**src/rtl/vdp_super_res_vram_arbiter.sv**
```systemverilog
// Slot-based arbiter sharing one 32-bit SDRAM port between the super-high-res video fetcher,
// the CPU port and the command engine. Video has priority; CPU and CMD alternate in free slots.
module vdp_super_res_vram_arbiter #(
    parameter int unsigned MEM_LAT = 2
) (
    input  logic        clk,
    input  logic        reset,
    input  logic        slot_sync,
    input  logic        video_en,
    input  logic        video_req,
    input  logic [16:0] video_addr,
    output logic [31:0] video_data,
    output logic        video_valid,
    input  logic        cpu_req,
    input  logic        cpu_wr,
    input  logic [16:0] cpu_addr,
    input  logic [31:0] cpu_wdata,
    input  logic [3:0]  cpu_wmask,
    output logic        cpu_ack,
    output logic [31:0] cpu_rdata,
    input  logic        cmd_req,
    input  logic        cmd_wr,
    input  logic [16:0] cmd_addr,
    input  logic [31:0] cmd_wdata,
    input  logic [3:0]  cmd_wmask,
    output logic        cmd_ack,
    output logic [31:0] cmd_rdata,
    output logic [16:0] mem_addr,
    output logic        mem_rd,
    output logic        mem_wr,
    output logic [31:0] mem_wdata,
    output logic [3:0]  mem_wmask,
    input  logic [31:0] mem_rdata,
    output logic [7:0]  cpu_starve
);

    localparam int unsigned AW = 17;
    localparam int unsigned DW = 32;
    localparam int unsigned MW = 4;
    localparam int unsigned SW = 8;

    localparam logic [1:0] OWN_NONE = 2'd0;
    localparam logic [1:0] OWN_VID  = 2'd1;
    localparam logic [1:0] OWN_CPU  = 2'd2;
    localparam logic [1:0] OWN_CMD  = 2'd3;

    if (MEM_LAT < 1 || MEM_LAT > 2) begin : g_bad_mem_lat
        $error("vdp_super_res_vram_arbiter: MEM_LAT must be 1 or 2");
    end

    logic [1:0]     r_phase;
    logic           r_rr_last_cmd;
    logic [MEM_LAT:0] r_pipe_vld;
    logic [MEM_LAT:0] r_pipe_wr;
    logic [1:0]     r_pipe_own [0:MEM_LAT];

    logic           w_arb;
    logic           w_cpu_busy;
    logic           w_cmd_busy;
    logic           w_cpu_pend;
    logic           w_cmd_pend;
    logic [1:0]     w_win;
    logic [AW-1:0]  w_sel_addr;
    logic           w_sel_wr;
    logic [DW-1:0]  w_sel_wdata;
    logic [MW-1:0]  w_sel_wmask;
    logic           w_cap;
    logic [1:0]     w_cap_own;
    logic           w_cap_wr;

    // Slot phase: free-running, slot_sync realigns so the next cycle is phase 0.
    always_ff @(posedge clk or posedge reset) begin
        if (reset) begin
            r_phase <= 2'd0;
        end else if (slot_sync) begin
            r_phase <= 2'd0;
        end else begin
            r_phase <= r_phase + 2'd1;
        end
    end

    assign w_arb     = (r_phase == 2'd0);
    assign w_cap     = r_pipe_vld[MEM_LAT];
    assign w_cap_own = r_pipe_own[MEM_LAT];
    assign w_cap_wr  = r_pipe_wr[MEM_LAT];

    // A requester with an access in flight or being acked must not be granted its held request again.
    always_comb begin
        w_cpu_busy = cpu_ack;
        w_cmd_busy = cmd_ack;
        for (int unsigned i = 0; i <= MEM_LAT; i++) begin
            if (r_pipe_vld[i] && (r_pipe_own[i] == OWN_CPU)) w_cpu_busy = 1'b1;
            if (r_pipe_vld[i] && (r_pipe_own[i] == OWN_CMD)) w_cmd_busy = 1'b1;
        end
    end

    assign w_cpu_pend = cpu_req & ~w_cpu_busy;
    assign w_cmd_pend = cmd_req & ~w_cmd_busy;

    always_comb begin
        w_win = OWN_NONE;
        if (w_arb) begin
            if (video_en && video_req) begin
                w_win = OWN_VID;
            end else if (w_cpu_pend && w_cmd_pend) begin
                w_win = r_rr_last_cmd ? OWN_CPU : OWN_CMD;
            end else if (w_cpu_pend) begin
                w_win = OWN_CPU;
            end else if (w_cmd_pend) begin
                w_win = OWN_CMD;
            end
        end
    end

    always_comb begin
        w_sel_addr  = video_addr;
        w_sel_wr    = 1'b0;
        w_sel_wdata = cpu_wdata;
        w_sel_wmask = cpu_wmask;
        case (w_win)
            OWN_CPU: begin
                w_sel_addr = cpu_addr;
                w_sel_wr   = cpu_wr;
            end
            OWN_CMD: begin
                w_sel_addr  = cmd_addr;
                w_sel_wr    = cmd_wr;
                w_sel_wdata = cmd_wdata;
                w_sel_wmask = cmd_wmask;
            end
            default: ;
        endcase
    end

    // In-flight tracker: stage 0 is the strobe cycle, stage MEM_LAT is the capture cycle.
    always_ff @(posedge clk or posedge reset) begin
        if (reset) begin
            r_pipe_vld <= '0;
            r_pipe_wr  <= '0;
            for (int unsigned i = 0; i <= MEM_LAT; i++) begin
                r_pipe_own[i] <= OWN_NONE;
            end
        end else begin
            r_pipe_vld[0] <= (w_win != OWN_NONE);
            r_pipe_wr[0]  <= w_sel_wr;
            r_pipe_own[0] <= w_win;
            for (int unsigned i = 1; i <= MEM_LAT; i++) begin
                r_pipe_vld[i] <= r_pipe_vld[i-1];
                r_pipe_wr[i]  <= r_pipe_wr[i-1];
                r_pipe_own[i] <= r_pipe_own[i-1];
            end
        end
    end

    always_ff @(posedge clk or posedge reset) begin
        if (reset) begin
            r_rr_last_cmd <= 1'b1;
            cpu_starve    <= '0;
        end else if (w_arb) begin
            if (w_win == OWN_CPU) r_rr_last_cmd <= 1'b0;
            if (w_win == OWN_CMD) r_rr_last_cmd <= 1'b1;
            if (cpu_req && (w_win != OWN_CPU)) begin
                if (cpu_starve != SW'(255)) cpu_starve <= cpu_starve + SW'(1);
            end else begin
                cpu_starve <= '0;
            end
        end
    end

    // Memory command outputs; address and write payload hold their last values when idle.
    always_ff @(posedge clk or posedge reset) begin
        if (reset) begin
            mem_addr  <= '0;
            mem_rd    <= 1'b0;
            mem_wr    <= 1'b0;
            mem_wdata <= '0;
            mem_wmask <= '0;
        end else begin
            mem_rd <= 1'b0;
            mem_wr <= 1'b0;
            if (w_win != OWN_NONE) begin
                mem_addr <= w_sel_addr;
                mem_rd   <= ~w_sel_wr;
                mem_wr   <= w_sel_wr;
                if (w_win != OWN_VID) begin
                    mem_wdata <= w_sel_wdata;
                    mem_wmask <= w_sel_wmask;
                end
            end
        end
    end

    // Return path: data captured at the end of the capture cycle, presented one cycle later.
    always_ff @(posedge clk or posedge reset) begin
        if (reset) begin
            video_data  <= '0;
            video_valid <= 1'b0;
            cpu_ack     <= 1'b0;
            cpu_rdata   <= '0;
            cmd_ack     <= 1'b0;
            cmd_rdata   <= '0;
        end else begin
            video_valid <= w_cap && (w_cap_own == OWN_VID);
            cpu_ack     <= w_cap && (w_cap_own == OWN_CPU);
            cmd_ack     <= w_cap && (w_cap_own == OWN_CMD);
            if (w_cap && (w_cap_own == OWN_VID)) video_data <= mem_rdata;
            if (w_cap && (w_cap_own == OWN_CPU) && !w_cap_wr) cpu_rdata <= mem_rdata;
            if (w_cap && (w_cap_own == OWN_CMD) && !w_cap_wr) cmd_rdata <= mem_rdata;
        end
    end

endmodule

```
**config.mk**
```make
export PLATFORM = sky130hd
export DESIGN_NAME = vdp_super_res_vram_arbiter
export DESIGN_NICKNAME = d
export VERILOG_FILES = /design/src/rtl/vdp_super_res_vram_arbiter.sv
export SDC_FILE = /design/constraint.sdc
export NUM_CORES = 1
export LEC_CHECK = 0
export CAP_MARGIN = 10
export CELL_PAD_IN_SITES_DETAIL_PLACEMENT = 0
export CELL_PAD_IN_SITES_GLOBAL_PLACEMENT = 1
export CORE_MARGIN = 3
export CORE_UTILIZATION = 34
export DETAILED_ROUTE_END_ITERATION = 10
export GPL_TIMING_DRIVEN = 0
export PLACE_DENSITY_LB_ADDON = 0.1
export SETUP_SLACK_MARGIN = 0.2
export SLEW_MARGIN = 5
export SYNTH_ARGS = -nofsm -noshare
export SYNTH_HDL_FRONTEND = slang
export SYNTH_SLANG_ARGS = --single-unit
```
**constraint.sdc**
```tcl
create_clock -name clk -period 14.85 [get_ports clk]
set_input_delay 1.485 -clock clk [delete_from_list [all_inputs] [get_ports clk]]
set_output_delay 1.485 -clock clk [all_outputs]
set_load 0.005 [all_outputs]
```
==> run summary <==
post-CTS setup buffers - 0
CP Capture Type - flop
clk buf depth - 2
global-route wire length before repair - 35.5 mm
final setup violation count - 0
ant diodes - 0
sequential area share after synthesis - 57.7%
pre-CTS setup slack - 11.44 ns
Reg2Reg Setup Slack - 12.83 ns
Max Cap Viol - 0
Pre-antenna DRT Iters - 5
Avg Synthesized Cell Area - 10.9 sq um
Setup Skew - 0.0154 ns
# nets final - 1215
placed instance count - 1310
clock root cell - clkbuf_16
Synth Area in XOR/XNOR - 0.114%
final std cells w/o fill - 1342
post-synth top area share - 57.3%
total negative slack - 0 ns
post-synth top area cell - dfrtp_1
Crit Path Max Fanout - 10
CTS tree - built
min-delay worst type - flop to flop
vias in the first global route - 6273
IO Count - 326
Distinct cells, synth - 46
vias per cell - 4.72
post_cts resized - 0
Final WS setup - 11.91 ns
Compound-Gate Fraction of Synth Area - 13.1%
FF+latch count, synth - 177
Tmin final - 2.94 ns
synthesized cell area - 7680 sq um
final core utilization - 54.1%
FP Rows - 54
pin count of the biggest net entering global routing - 112
Crit Path Category - input port to flop
Max Slew Vio Count - 0
Slew @ Worst Pin - 0.657 ns
initial antenna violation count - 1
Leak - 5.13 nW
Synth Area in Adders - 0.326%
Die Y - 156 microns
post-synthesis mux area share - 9.58%
DRC - 0
total wire length - 23.2 mm
DRT antenna net count - 0
crit path DAT - 3.24 ns
VDD IR-drop max - 0.0670 mV
core area - 22000 sq um
Slew Limit Headroom - 56.2%
via count - 6328
Initial Util - 34.9%
Cell Pwr Density - 171 nW/um^2
Final Hold Fails - 0
count of buffers from port buffering - 324
Syn Inst Count - 705
status - finished, final reports clean
Tcrit/Tclk final - 19.8%
die width - 156 microns
Area contributors post-synth - dfrtp_1 (57%), nand2_1 (9.4%), mux2_2 (9.2%), a31oi_1 (3.3%), a211oi_2 (2.9%)
later-pin clock latency in the skew report - 0.43 ns
RePlAce Congestion - 0.743
Worst-path clk slew - 0.07 ns
synth warn - 0
DRT iter0 DRCs - 288
Simple-Gate Fraction of Synth Area - 14.1%
Congestion Overflow GR - 0
GRT Util Overall - 18.6%
die area - 24400 sq um
CP Launch Type - input port
Max Clk Rate - 0.340 GHz
main combinational cell family by area after synthesis - simple AND/OR/NAND/NOR gates
WL per Instance - 17.3 microns
P&R area growth vs syn - 55.1%
TritonCTS Buffers - 17
syn_nets - 871
Clock Sinks - 177
Post-CTS Hold Buffers - 0
post-DP HPWL - 17.4 mm
H-tree level count - 4
layout cell share with drive strength beyond 1 - 16.1%
Req. time, crit path - 15.15 ns
RSZ-0062 raised after global routing - false
-- state kept, by name (all words and copies together), names as in the netlist --
register / count
cmd_rdata: 32
cpu_rdata: 32
mem_wdata: 32
video_data: 32
mem_addr: 17
cpu_starve: 8
mem_wmask: 4
r_pipe_own: 4
r_pipe_vld: 3
r_pipe_wr: 3
r_phase: 2
w_cap_own: 2
cmd_ack: 1
cpu_ack: 1
mem_rd: 1
mem_wr: 1
r_rr_last_cmd: 1
video_valid: 1
-- critical path: stages --
cell and delay, ns:
clkdlybuf4s50_1 0.39, nor2b_1 0.13, and4_1 0.25, o31ai_4 0.47, buf_2 0.37, o31ai_1 0.13
-- layout by cell type (no fill, tap or decap), types with 5 or more instances in the layout --
cell type,synthesis,routed
inv_1,27,26
dfrtp_1,176,176
mux2_2,63,63
a31oi_1,40,40
a211oi_1,16,16
buf_4,5,5
clkdlybuf4s50_1,0,324
buf_6,10,10
clkbuf_16,0,17
nand2_1,193,193
buf_2,21,21
o31ai_2,8,8
nand3_1,8,8
o31ai_1,9,9
a211oi_2,18,18
clkbuf_1,8,9
nor2_1,58,58
-- logic make-up (layout without fill, tap and decap cells) --
kind of cell               Yosys count  count (layout)
muxes                               65              65
xor gates and xnor gates             1               1
adders and majority gates            2               2
buffers and inverters               73             430
DFF                                177             177
AOI/OAI and AO/OA                  114             114
and+or+nand+nor                    273             273
-- routing by layer --
| layer | GRT usage, % | vias to the layer above | wire, microns |
|---|---|---|---|
| li1 | - | 3089 | - |
| met3 | 7.47 | 33 | 2180 |
| met5 | 0 | - | 13 |
| met1 | 22.9 | 2962 | 9560 |
| met4 | 5.71 | 2 | 511 |
| met2 | 30.1 | 242 | 10900 |
-- layout make-up --
cell class	instances	area [sq um]
inverters	28	113
multi-input cells	455	2860
flip-flops and latches	177	4430
well taps	280	350
plain buffers	45	289
repair buffers	325	3270
clock buffers	20	457
fillers	2023	10100
clock inverters	12	145
-- report_power, final --
| part | total, mW | internal [mW] | switching [mW] |
|---|---|---|---|
| Sequential | 0.776 | 0.676 | 0.100 |
| Clock | 0.461 | 0.261 | 0.200 |
| Combinational | 0.799 | 0.501 | 0.298 |
-- stage by stage --
stage	hold WS, ns	cell area, sq um	power [mW]
detailed placement	0.346	11300	1.60
global route	0.373	11900	2.16
finish	0.358	11900	2.04
floorplan	0.331	7680	1.07
global placement	0.335	11300	1.58
CTS	0.361	11900	2.07
-- synthesized netlist by cell type (all sizes together) --
master   instances
nand2          193
dfrtp          176
mux2            65
nor2            58
a31oi           40
buf             37
a211oi          34
inv             28
o31ai           18
clkbuf           8
nand3            8
a21oi            6
nand3b           4
nor2b            3
a21boi           2
a41oi            2
and2             2
ha               2
nand4            2
o211ai           2
o21ai            2
o22ai            2
o311ai           2
a21o             1
and4             1
dfstp            1
nor3             1
o2111a           1
o2111ai          1
o21a             1
or2              1
xor2             1
-- path summary, 6_finish.rpt --
| path | startpoint | cells past startpoint | end |
|---|---|---|---|
| worst max-delay path | cmd_req | 6 | mem_addr[8] |
| worst min-delay path | r_pipe_wr[1] | 0 | r_pipe_wr[2] |
| worst max register to register | r_rr_last_cmd | 5 | mem_addr[7] |
| worst min register to register | r_pipe_wr[1] | 0 | r_pipe_wr[2] |
| max in group asynchronous | reset | 3 | cpu_starve[5] |
| min in group asynchronous | reset | 2 | cpu_rdata[0] |
Power figures use the tool's default switching activity.
